File: src/rtl/vram_arbiter.sv
// VRAM access arbiter: one 8-bit host port plus NUM_RD 32-bit fetch ports onto one
// single-port RAM with 1-cycle read latency. Define VRAM_ARB_RR_EN for round-robin fetch arbitration.
module vram_arbiter #(
  parameter int ADDR_W       = 15,
  parameter int NUM_RD       = 3,
  parameter int HOST_MAX_RUN = 4
) (
  input  logic                     clk,
  input  logic                     rst,
  input  logic [ADDR_W+1:0]        hst_addr,
  input  logic [7:0]               hst_wrdata,
  input  logic                     hst_write,
  input  logic                     hst_strobe,
  output logic                     hst_gnt,
  output logic                     hst_ack,
  output logic [7:0]               hst_rddata,
  input  logic [NUM_RD*ADDR_W-1:0] rd_addr,
  input  logic [NUM_RD-1:0]        rd_strobe,
  output logic [NUM_RD-1:0]        rd_gnt,
  output logic [NUM_RD-1:0]        rd_ack,
  output logic [31:0]              rd_rddata,
  output logic [ADDR_W-1:0]        ram_addr,
  output logic [31:0]              ram_wrdata,
  output logic [3:0]               ram_wrbytesel,
  output logic                     ram_write,
  input  logic [31:0]              ram_rddata
);

  // Handshake: a requester holds strobe (and its address/data) until it sees its gnt
  // high in the same cycle; the access is then complete and ack/data follow one cycle later.

  localparam int         SEL_W     = (NUM_RD > 1) ? $clog2(NUM_RD) : 1;
  localparam logic [3:0] RUN_LIMIT = 4'(HOST_MAX_RUN);

  logic              any_rd;
  logic              host_win;
  logic              fetch_win;
  logic [SEL_W-1:0]  fetch_sel;
  logic [ADDR_W-1:0] fetch_addr;
  logic [3:0]        host_run;
  logic              hst_ack_q;
  logic [NUM_RD-1:0] rd_ack_q;
  logic [1:0]        hst_lane;
  logic [7:0]        hst_hold;
  logic [7:0]        lane_byte;

  assign any_rd = |rd_strobe;

  // The host loses one slot only once it has used up its run while a fetch is waiting.
  assign host_win  = !rst && hst_strobe && !(any_rd && (host_run == RUN_LIMIT));
  assign fetch_win = !rst && any_rd && !host_win;

`ifdef VRAM_ARB_RR_EN
  logic [SEL_W-1:0] rr_ptr;

  always_comb begin
    logic found;
    int   idx;
    found      = 1'b0;
    idx        = 0;
    fetch_sel  = '0;
    fetch_addr = '0;
    for (int k = 0; k < NUM_RD; k++) begin
      idx = (int'(rr_ptr) + k) % NUM_RD;
      if (!found && rd_strobe[idx]) begin
        found      = 1'b1;
        fetch_sel  = SEL_W'(idx);
        fetch_addr = rd_addr[idx*ADDR_W +: ADDR_W];
      end
    end
  end

  always_ff @(posedge clk) begin
    if (rst) begin
      rr_ptr <= '0;
    end else if (fetch_win) begin
      rr_ptr <= SEL_W'((int'(fetch_sel) + 1) % NUM_RD);
    end
  end
`else
  always_comb begin
    logic found;
    found      = 1'b0;
    fetch_sel  = '0;
    fetch_addr = '0;
    for (int k = 0; k < NUM_RD; k++) begin
      if (!found && rd_strobe[k]) begin
        found      = 1'b1;
        fetch_sel  = SEL_W'(k);
        fetch_addr = rd_addr[k*ADDR_W +: ADDR_W];
      end
    end
  end
`endif

  assign hst_gnt = host_win;

  always_comb begin
    rd_gnt = '0;
    if (fetch_win) rd_gnt[fetch_sel] = 1'b1;
  end

  always_comb begin
    ram_addr = '0;
    if (host_win) begin
      ram_addr = hst_addr[ADDR_W+1:2];
    end else if (fetch_win) begin
      ram_addr = fetch_addr;
    end
  end

  assign ram_write     = host_win && hst_write;
  assign ram_wrdata    = {4{hst_wrdata}};
  assign ram_wrbytesel = 4'b0001 << hst_addr[1:0];

  assign lane_byte = ram_rddata[{hst_lane, 3'b000} +: 8];

  // Acks are masked while rst is high so an access granted just before reset never completes.
  assign hst_ack    = hst_ack_q && !rst;
  assign rd_ack     = rd_ack_q & {NUM_RD{!rst}};
  assign rd_rddata  = ram_rddata;
  assign hst_rddata = rst ? 8'h00 : (hst_ack_q ? lane_byte : hst_hold);

  always_ff @(posedge clk) begin
    if (rst) begin
      hst_ack_q <= 1'b0;
      rd_ack_q  <= '0;
      hst_lane  <= 2'b00;
      hst_hold  <= 8'h00;
      host_run  <= 4'd0;
    end else begin
      hst_ack_q <= host_win;
      rd_ack_q  <= rd_gnt;
      if (host_win) hst_lane <= hst_addr[1:0];
      if (hst_ack_q) hst_hold <= lane_byte;
      if (fetch_win || !any_rd) begin
        host_run <= 4'd0;
      end else if (host_win) begin
        host_run <= host_run + 4'd1;
      end
    end
  end

endmodule

File: config.mk
export PLATFORM = sky130hd
export DESIGN_NAME = vram_arbiter
export DESIGN_NICKNAME = d
export VERILOG_FILES = /design/src/rtl/vram_arbiter.sv
export SDC_FILE = /design/constraint.sdc
export NUM_CORES = 1
export LEC_CHECK = 0
export BUFFER_PORTS_ARGS = -buffer_cell sky130_fd_sc_hd__buf_2
export CAP_MARGIN = 20
export CORE_AREA = 2 2 81 83
export DETAILED_ROUTE_END_ITERATION = 10
export DIE_AREA = 0 0 83 85
export GPL_TIMING_DRIVEN = 0
export PLACE_DENSITY = 0.84
export RECOVER_POWER = 50
export SYNTH_ARGS = -nofsm -noshare
export SYNTH_HDL_FRONTEND = slang
export SYNTH_SLANG_ARGS = --single-unit
File: constraint.sdc
create_clock -name clk -period 4.5 [get_ports clk]
set_clock_uncertainty 0.05 [all_clocks]
set_input_delay 0.675 -clock clk [delete_from_list [all_inputs] [get_ports clk]]
set_output_delay 0.675 -clock clk [all_outputs]
set_load 0.01 [all_outputs]
# --- Yosys cells after proc, flatten, opt, wreduce, memory -nomap -nowiden ---
# Index checks and enable logic that the tools add are counted.
totals:
  ff_bits: 18
  in_bits: 109
  output_inout_bits: 100
  elab_cells: 45
classes:
  addsub: 1
  magnitude_cmp: 2
  eq_ne: 1
  shift: 2
  mux: 14
  bitwise_logic: 1
  reduce_logical: 19
ops:
  columns: ["cell", "n"]
  rows:
  - ["15-bit two-way mux", 5]
  - ["32-bit by 6-bit variable part select with 8-bit output", 1]
  - ["8-bit two-way mux", 2]
  - ["1-bit logical AND", 10]
  - ["1-bit logical NOT", 6]
  - ["4-bit by 1-bit adder with 4-bit output (second input constant)", 1]
  - ["4-bit by 3-bit equality test with 1-bit output (second input constant)", 1]
  - ["1-bit two-way mux", 4]
  - ["1-bit by 2-bit << shifter with 4-bit output (first input constant)", 1]
  - ["3-bit bitwise AND", 1]
  - ["2-bit by 3-bit < comparator with 1-bit output (second input constant)", 1]
  - ["3-bit two-way mux", 1]
  - ["3-bit OR reduction", 1]
  - ["1-bit demux with 2-bit select", 1]
  - ["2-bit by 1-bit greater-or-equal comparator with 1-bit output (second input constant)", 1]
  - ["2-bit two-way mux", 1]
  - ["2-bit OR reduction", 1]
  - ["1-bit logical OR", 1]

# --- Logic depth before layout (Yosys ltp) ---
# Gate-level depths: netlist of run 1.
depth:
  word_depth: 12
  depth_mapped: 7
  ltp_nobuf: 6

# --- Worst setup path before layout of run 1 ---
# No wires, ideal clock.
synth_timing:
  path_kind: "in2out"
  startpoint: "input rd_strobe[1]"
  endpoint: "output ram_addr[3]"
  t_arrival_ns: 1.783
  t_required_ns: 3.775
  path_slack_ns: 1.992
  cell_stages: 5
  n_path_buf: 2
  cell_sequence: "buf_2 > nor2b_4 > buf_2 > a221oi_1 > o41ai_1"
synth_between:
  elab_chain_len: 8
  word_cells_on_any_way: 15
  classes_between: "mux (5); reduce/logical (10)"
synth_lines:
  columns: ["item", "line", "rtl"]
  rows:
  - ["start, declared", "18", "input logic [NUM_RD-1:0] rd_strobe,"]
  - ["3-bit OR reduction", "47", "assign any_rd = |rd_strobe;"]
  - ["1-bit logical AND", "50", "assign host_win = !rst && hst_strobe && !(any_rd && (host_run == RUN_LIMIT));"]
  - ["1-bit logical NOT", "50", null]
  - ["1-bit logical AND", "50", null]
  - ["1-bit logical NOT", "51", "assign fetch_win = !rst && any_rd && !host_win;"]
  - ["1-bit logical AND", "51", null]
  - ["15-bit two-way mux", "107", "end else if (fetch_win) begin"]
  - ["15-bit two-way mux *", "105", "if (host_win) begin"]
  - ["end, declared", "22", "output logic [ADDR_W-1:0] ram_addr,"]
# Every way passes the cells marked *; elsewhere a longest branch is shown, timed or not.

# --- Worst setup path after layout of run 1 ---
layout_timing:
  startpoint: "register host_run[0]"
  endpoint: "output ram_addr[13]"
layout_between:
  elab_chain_len: 8
layout_lines:
  columns: ["item", "line", "rtl"]
  rows:
  - ["start, declared", "40", "logic [3:0] host_run;"]
  - ["start signal, assigned", "139", "host_run <= host_run + 4'd1;"]
  - ["4-bit by 3-bit equality test with 1-bit output *", "50", null]
  - ["1-bit logical AND *", "50", null]
  - ["1-bit logical NOT *", "50", null]
  - ["1-bit logical AND *", "50", null]
  - ["1-bit logical NOT", "51", null]
  - ["1-bit logical AND", "51", null]
  - ["15-bit two-way mux", "107", null]
  - ["15-bit two-way mux *", "105", null]
# Marked as above.

==> metrics.csv, run 1 <==
stage,metric,value,unit
sta,rsz0062_at_grt,false,
clock_network,cts_buffer_depth,2,
flow_run,cap_violations,0,
sta,slew_headroom,0.4002,
floorplan,die_h,85,um
hold_path,worstHoldStart,hst_hold[5],
cells_and_area,layout_common_cells,"buf_2 (163), buf_4 (66), clkbuf_1 (52)",
cells_and_area,n_antenna_cell,0,
power_and_ir_drop,netSwitchingFraction,0.3179,
critical_path,worst_r2r_path_depth,5,
sta,finalHoldViolations,0,
synthesis,synth_area,2072,sq um
clock_network,postCtsHoldBufs,0,
route,first_pass_iters,5,
route,drtAntennaViolNets,0,
sta,setup_viol,0,
placed_design,placed_area,3159,sq um
route,drt_iter0_markers,57,
power_and_ir_drop,cellPowerDensity,180.1,nW/um^2
floorplan,core,6205,sq um
route,vias_per_cell,4.807,
power_and_ir_drop,combPwrFrac,0.466,
global_route,antenna_found_initial,1,
synthesis,synth.area.top_cells,"buf_4 (24%), dfxtp_1 (17%), mux4_2 (8.7%)",
power_and_ir_drop,p_leak,0.001585,uW
route,vias,2418,
cells_and_area,final_util,0.5047,
sta,fin_ws,1.062,ns
global_route,grt_pass1_vias,2453,
power_and_ir_drop,switching_power,179.2,uW
synthesis,synth_area_leader_cell,buf_4,
sta,drv_slew,0,
route,wirelength,7036,um
route,wl_per_cell,13.99,um
placed_design,gp_congestion,0.8375,
critical_path,worstSetupPathType,reg -> out,
critical_path,cp.arrival,2.71,ns
synthesis,yosysWarnings,0,
synthesis,synth_cell_type_count,32,
floorplan,fp.dieArea,7055,sq um
critical_path,r2r_slack,2.62,ns
critical_path,startpoint_type,register,
hold_path,hold_class,reg -> reg,
clock_network,root_buffer,clkbuf_8,
power_and_ir_drop,clkPwrFrac,0.233,
power_and_ir_drop,seq_power_share,0.301,
synthesis,ys_ff_latch,18,
sta,fin_crit_sh,0.7639,
power_and_ir_drop,internal_power,384.6,uW
floorplan,start_util,0.3339,
placed_design,portBuffers,198,
critical_path,cp_max_fo,10,
critical_path,crit_required,3.77,ns
synthesis,syn_nets,335,
power_and_ir_drop,power.total,563.9,uW
clock_network,insertion_delay,0.25,ns
global_route,grt_usage,0.1886,
critical_path,r2r-end,host_run[3],
critical_path,end_kind,primary output,
clock_network,htreeDepth,1,
power_and_ir_drop,peakVddDrop,0.1446,mV
clock_network,cts_setup_buffers,0,
sta,fin_crit,3.438,ns
status,outcome,finished clean,
sta,tightest_slew,0.8903,ns
sta,max_freq,290.9,MHz
clock_network,cts_tree,built,
cells_and_area,area_growth,51.15,%
cells_and_area,nets,538,
placed_design,dp_slack,1.705,ns
hold_path,whs_path_depth,1,
placed_design,hpwl,6089,um
clock_network,cts_inserted_buffers,3,
floorplan,fp.dieW,83,um
cells_and_area,drive_gt1_frac,0.5986,
floorplan,pin_count,209,
clock_network,post_cts_resized,0,
synthesis,yosys.area.top_type_share,0.2391,
global_route,overflow,0,
floorplan,rows,29,
clock_network,cts.clk_slew.worst_paths,0.07,ns
hold_path,hold-path-endpoint,hst_hold[5],
global_route,grt_max_degree,11,
synthesis,avgSynthCellArea,9.250,sq um
synthesis,ys_seq_area_frac,0.1739,
cells_and_area,final_area,3132,sq um
cells_and_area,final_common_cell,buf_2,
route,drc,0,
sta,tns,0,ns
critical_path,worstReg2RegStart,host_run[0],
clock_network,clock-sinks,18,
synthesis,synthCells,224,
global_route,grt_pass1_wl,11110,um
power by group through the flow:
stage	combinational [uW]	sequential, uW	clock, uW
4_1_cts	271	170	136
2_1_floorplan	158	172	0
3_3_place_gp	265	173	0
6_report	263	170	131
5_1_grt	285	170	143
3_5_place_dp	270	173	0
worst max-delay path by stage:
stage                 start      endpoint  slack (ns)  cells after the start
2_1_floorplan  rd_strobe[1]   ram_addr[3]        1.99                      5
3_3_place_gp   rd_strobe[1]  ram_addr[12]        1.75                      6
3_5_place_dp   rd_strobe[1]   ram_addr[3]        1.71                      7
4_1_cts         host_run[0]  ram_addr[13]        1.70                      8
5_1_grt         host_run[0]   ram_addr[7]        0.82                      8
6_report        host_run[0]  ram_addr[13]        1.06                      8
area by class of cell:
cell class / count / area (sq um)
plain buffers: 85 / 589.3
clock buffers: 4 / 55.05
fillers: 630 / 3073
inverters: 4 / 17.52
multi-input cells: 117 / 1074
flip-flops and latches: 18 / 360.3
well taps: 77 / 96.34
repair buffers: 198 / 939.7
critical path, stage by stage, from the launching register on:
cell and delay (ns):
dfxtp_1 0.33, inv_1 0.06, ha_1 0.13, nand3b_1 0.24
o21ai_0 0.79, inv_4 0.14, buf_6 0.21, o41ai_2 0.36
buf_2 0.19
cell usage after synthesis:
master and n:
mux4_2 8, nor2b_1 22, xnor2_1 1, xor2_1 1
nor3b_1 3, nand3b_4 1, dfxtp_1 18, nor3_2 1
nand2b_1 4, o21ai_4 1, mux2i_1 3, nand3_1 1
ha_1 2, inv_1 3, buf_2 8, buf_4 66
nand2_1 1, o41ai_2 10, and2_1 2, a22o_1 7
inv_4 1, nor4b_1 2, o211ai_1 15, nor2_1 4
o41ai_1 5, nor2b_4 1, or2_1 1, clkbuf_1 9
nor3_1 5, a221oi_1 15, buf_6 2, o21a_1 1
kinds of logic (layout without fill, tap and decap cells):
kind of cell / count (synthesis) / in the layout / share of synthesized area
buffers and inverters: 89 / 291 / 0.2941
AOI/OAI and AO/OA: 54 / 54 / 0.2585
and+or+nand+nor: 48 / 48 / 0.1516
DFF: 18 / 18 / 0.1739
muxes: 11 / 11 / 0.1014
adders and majority gates: 2 / 2 / 0.01208
xor gates and xnor gates: 2 / 2 / 0.008456
sequential cells by signal, indices dropped and copies added (netlist names):
register,count
rd_ack_q,3
hst_ack_q,1
hst_lane,2
hst_hold,8
host_run,4
metal layers:
metal	wire, um	track usage	vias to the layer above
met5	13	0	-
met2	3787	0.3724	154
met1	2463	0.1932	1081
met4	99	0.05216	2
li1	-	-	1171
met3	671	0.05253	10
per-stage QoR:
| stage | instances | hold slack [ns] |
|---|---|---|
| after floorplan | 224 | 0.4026 |
| after global placement | 499 | 0.4077 |
| after detailed placement | 499 | 0.4098 |
| after CTS | 503 | 0.4325 |
| after global routing | 503 | 0.4390 |
| final | 503 | 0.4289 |
No activity file was read; power rests on OpenSTA's default activity.
==> run 2: changes to the inputs <==
--- a/config.mk
+++ b/config.mk
@@ -5,13 +5,14 @@
 export SDC_FILE = /design/constraint.sdc
 export NUM_CORES = 1
 export LEC_CHECK = 0
+export ABC_AREA = 1
 export BUFFER_PORTS_ARGS = -buffer_cell sky130_fd_sc_hd__buf_2
 export CAP_MARGIN = 20
-export CORE_AREA = 2 2 81 83
+export CORE_MARGIN = 2
+export CORE_UTILIZATION = 34
 export DETAILED_ROUTE_END_ITERATION = 10
-export DIE_AREA = 0 0 83 85
 export GPL_TIMING_DRIVEN = 0
-export PLACE_DENSITY = 0.84
+export PLACE_DENSITY = 0.86
 export RECOVER_POWER = 50
 export SYNTH_ARGS = -nofsm -noshare
 export SYNTH_HDL_FRONTEND = slang
==> constraint.sdc (replaced) <==
create_clock -name clk -period 2.75 [get_ports clk]
set_clock_uncertainty 0.05 [all_clocks]
set_input_delay 0.4125 -clock clk [delete_from_list [all_inputs] [get_ports clk]]
set_output_delay 0.4125 -clock clk [all_outputs]
set_load 0.01 [all_outputs]
==> metrics.csv, run 2 <==
stage,metric,value,unit,change
status,outcome,finished clean,,
synthesis,synthCells,374,,+67%
cells_and_area,n_antenna_cell,0,,unchanged
floorplan,fp.dieArea,7021,sq um,-0.49%
clock_network,cts_setup_buffers,0,,unchanged
critical_path,crit_path_cell_trace,inv_1 -> ha_1 -> inv_1 -> nor2_1 -> nand2_2 -> nand2_4 -> buf_2 -> nand3_1 -> nand2_1 -> buf_2,,
cells_and_area,nets,687,,+28%
clock_network,root_buffer,clkbuf_8,,
cells_and_area,final_common_cell,buf_2,,
sta,drv_slew,0,,unchanged
route,wirelength,7191,um,+2.2%
route,wl_per_cell,11.03,um,-21%
hold_path,whs_path_depth,3,,+2
sta,slew_headroom,0.7263,,+0.3261
sta,setup_viol,0,,unchanged
power_and_ir_drop,netSwitchingFraction,0.3446,,+0.02678
critical_path,end_kind,primary output,,
critical_path,cp.arrival,1.67,ns,-1.04 ns
power_and_ir_drop,switching_power,325.5,uW,+82%
critical_path,max_stage_delay,0.34,ns,-0.45 ns
critical_path,startpoint_type,register,,
placed_design,dp_slack,0.7828,ns,-0.9226 ns
synthesis,ys_seq_area_frac,0.1665,,-0.007439
clock_network,cts.clk_slew.worst_paths,0.07,ns,about the same
clock_network,post_cts_resized,0,,unchanged
clock_network,clock-sinks,18,,unchanged
floorplan,rows,29,,unchanged
power_and_ir_drop,peakVddDrop,0.2464,mV,+70%
sta,tightest_slew,0.4106,ns,-0.4797 ns
floorplan,pin_count,209,,unchanged
synthesis,synth_most_common_cell,nand2_1,,
power_and_ir_drop,cellPowerDensity,292.5,nW/um^2,+62%
cells_and_area,layout_common_cells,"buf_2 (149), nand2_1 (78), nand3_1 (72)",,
route,drc,0,,unchanged
sta,finalHoldViolations,0,,unchanged
cells_and_area,drive_gt1_frac,0.4000,,-0.1986
clock_network,cts_tree,built,,
global_route,antenna_found_initial,0,,-1
global_route,grt_max_degree,11,,unchanged
clock_network,cts_buffer_depth,2,,unchanged
synthesis,avgSynthCellArea,5.788,sq um,-37%
synthesis,synth_area,2165,sq um,+4.5%
synthesis,synthArstFlopShare,0,,unchanged
global_route,grt_pass1_wl,11410,um,+2.7%
critical_path,critPathBufInv,4,,unchanged
synthesis,ys_ff_latch,18,,unchanged
global_route,overflow,0,,unchanged
route,first_pass_iters,4,,-1
critical_path,worst_r2r_path_depth,9,,+4
global_route,grt_usage,0.1924,,+0.003813
flow_run,cap_violations,0,,unchanged
placed_design,portBuffers,197,,-0.51%
power_and_ir_drop,p_leak,0.001916,uW,+21%
clock_network,insertion_delay,0.25,ns,about the same
sta,rsz0062_at_grt,false,,
power_and_ir_drop,power.total,944.5,uW,+68%
critical_path,worstSetupPathType,reg -> out,,
power_and_ir_drop,combPwrFrac,0.481,,+0.015
sta,fin_ws,0.6198,ns,-0.4426 ns
critical_path,worst-path-stages,10,,+2
floorplan,die_h,83.79,um,-1.4%
synthesis,synth_area_leader_cell,buf_4,,
critical_path,cp_slowest_cell,dfxtp_1,,
route,vias_per_cell,4.422,,-8.0%
sta,fin_crit,2.130,ns,
sta,fin_crit_sh,0.7746,,
sta,tns,0,ns,unchanged
synthesis,synth_cell_type_count,21,,-34%
sta,max_freq,469.4,MHz,
synthesis,ys.flop_type,dfxtp_1,,
placed_design,gp_congestion,0.8691,,+3.8%
synthesis,yosysWarnings,0,,unchanged
cells_and_area,fillerInstances,663,,+5.2%
critical_path,cp_max_fo,10,,unchanged
power_and_ir_drop,clkPwrFrac,0.223,,-0.010
placed_design,hpwl,6197,um,+1.8%
hold_path,hold_class,in -> reg,,
floorplan,start_util,0.3468,,+0.01289
clock_network,postCtsHoldBufs,0,,unchanged
cells_and_area,top_register,hst_hold,,
cells_and_area,reg.largest.list,"hst_hold x8, host_run x4, rd_ack_q x3",,
critical_path,crit_required,2.29,ns,-1.48 ns
synthesis,synth.area.top_cells,"buf_4 (23%), dfxtp_1 (17%), nand3_1 (17%)",,
power_and_ir_drop,internal_power,619.0,uW,+61%
power_and_ir_drop,seq_power_share,0.296,,-0.005
synthesis,synth_edf_count,0,,unchanged
floorplan,fp.dieW,83.79,um,+0.95%
floorplan,core,6241,sq um,+0.58%
route,vias,2883,,+19%
cells_and_area,largest_register_ffs,8,,unchanged
route,drtAntennaViolNets,0,,unchanged
cells_and_area,area_growth,49.19,%,
route,drt_iter0_markers,98,,+72%
clock_network,htreeDepth,1,,unchanged
global_route,grt_pass1_vias,2734,,+11%
synthesis,syn_nets,485,,+45%
clock_network,cts_inserted_buffers,3,,unchanged
critical_path,critPathTopFamily,simple AND/OR/NAND/NOR gates,,
cells_and_area,final_area,3229,sq um,+3.1%
placed_design,placed_area,3247,sq um,+2.8%
synthesis,synthTopCellsByCount,"nand2_1 (78), nand3_1 (72), nor2_1 (68)",,
synthesis,yosys.area.top_type_share,0.2289,,-0.01023
==> run 2: cell count changes after synthesis, moves of 5 or more <==
cell | previous run | this run
inv_1 | 3 | 35
mux4_2 | 8 | 0
a221oi_1 | 15 | 0
nand3_1 | 1 | 72
nor2b_1 | 22 | 0
clkbuf_1 | 9 | 3
o41ai_1 | 5 | 0
o211ai_1 | 15 | 0
o41ai_2 | 10 | 0
nor2_1 | 4 | 68
nand2_1 | 1 | 78
o21ai_0 | 0 | 8
a22o_1 | 7 | 0
nor3_1 | 5 | 0
==> run 2: path summary, 6_finish.rpt <==
path / from / slack [ns] / endpoint
setup reg to reg: host_run[0] / 1.40 / rd_ack_q[1]
setup / recovery: host_run[0] / 0.62 / ram_addr[7]
hold / removal: hst_addr[1] / 0.36 / hst_lane[1]
hold reg to reg: host_run[0] / 0.41 / host_run[0]
==> run 2: routing by layer <==
layer | track usage | wire length, um | vias up
li1 | - | - | 1487
met1 | 0.2110 | 2731 | 1235
met2 | 0.3535 | 3563 | 147
met3 | 0.04352 | 725 | 14
met4 | 0.08065 | 170 | 0
met5 | 0 | 0 | -
==> run 2: area by class of cell <==
type                       count  area, sq um  area share
tap                           77        96.34     0.02983
buffer                        83        598.1      0.1852
inverter                      37        143.9     0.04456
sequential                    18        360.3      0.1116
clock buffer                   4        55.05     0.01705
timing repair buffer         197        913.4      0.2828
multi-input combinational    236         1062      0.3289
==> run 2: kinds of logic after synthesis <==
logic type               synth area share
XOR/XNOR                         0.008094
adder cells (fa/ha/maj)           0.01156
AND/OR/NAND/NOR                    0.4451
flip-flops                         0.1665
AO/OA/AOI/OAI                     0.02601
buffers and inverters              0.3428
==> run 2: power by group through the flow <==
stage / combinational, uW / sequential, uW / clock (uW)
5_1_grt: 503 / 281 / 228
4_1_cts: 466 / 280 / 219
2_1_floorplan: 274 / 285 / 0
6_report: 454 / 280 / 211
3_5_place_dp: 465 / 286 / 0
3_3_place_gp: 458 / 285 / 0
==> run 2: through the flow <==
stage / hold WS [ns] / cells / utilization
3_5_place_dp: 0.4041 / 648 / 0.5202
4_1_cts: 0.3670 / 652 / 0.5291
5_1_grt: 0.3786 / 652 / 0.5174
6_report: 0.3649 / 652 / 0.5174
3_3_place_gp: 0.3935 / 648 / 0.5202
2_1_floorplan: 0.3797 / 374 / -
==> run 2: tightest hold or removal path: stages <==
cell and delay [ns]:
buf_2 0.12, nand2_1 0.06, nand2_1 0.05
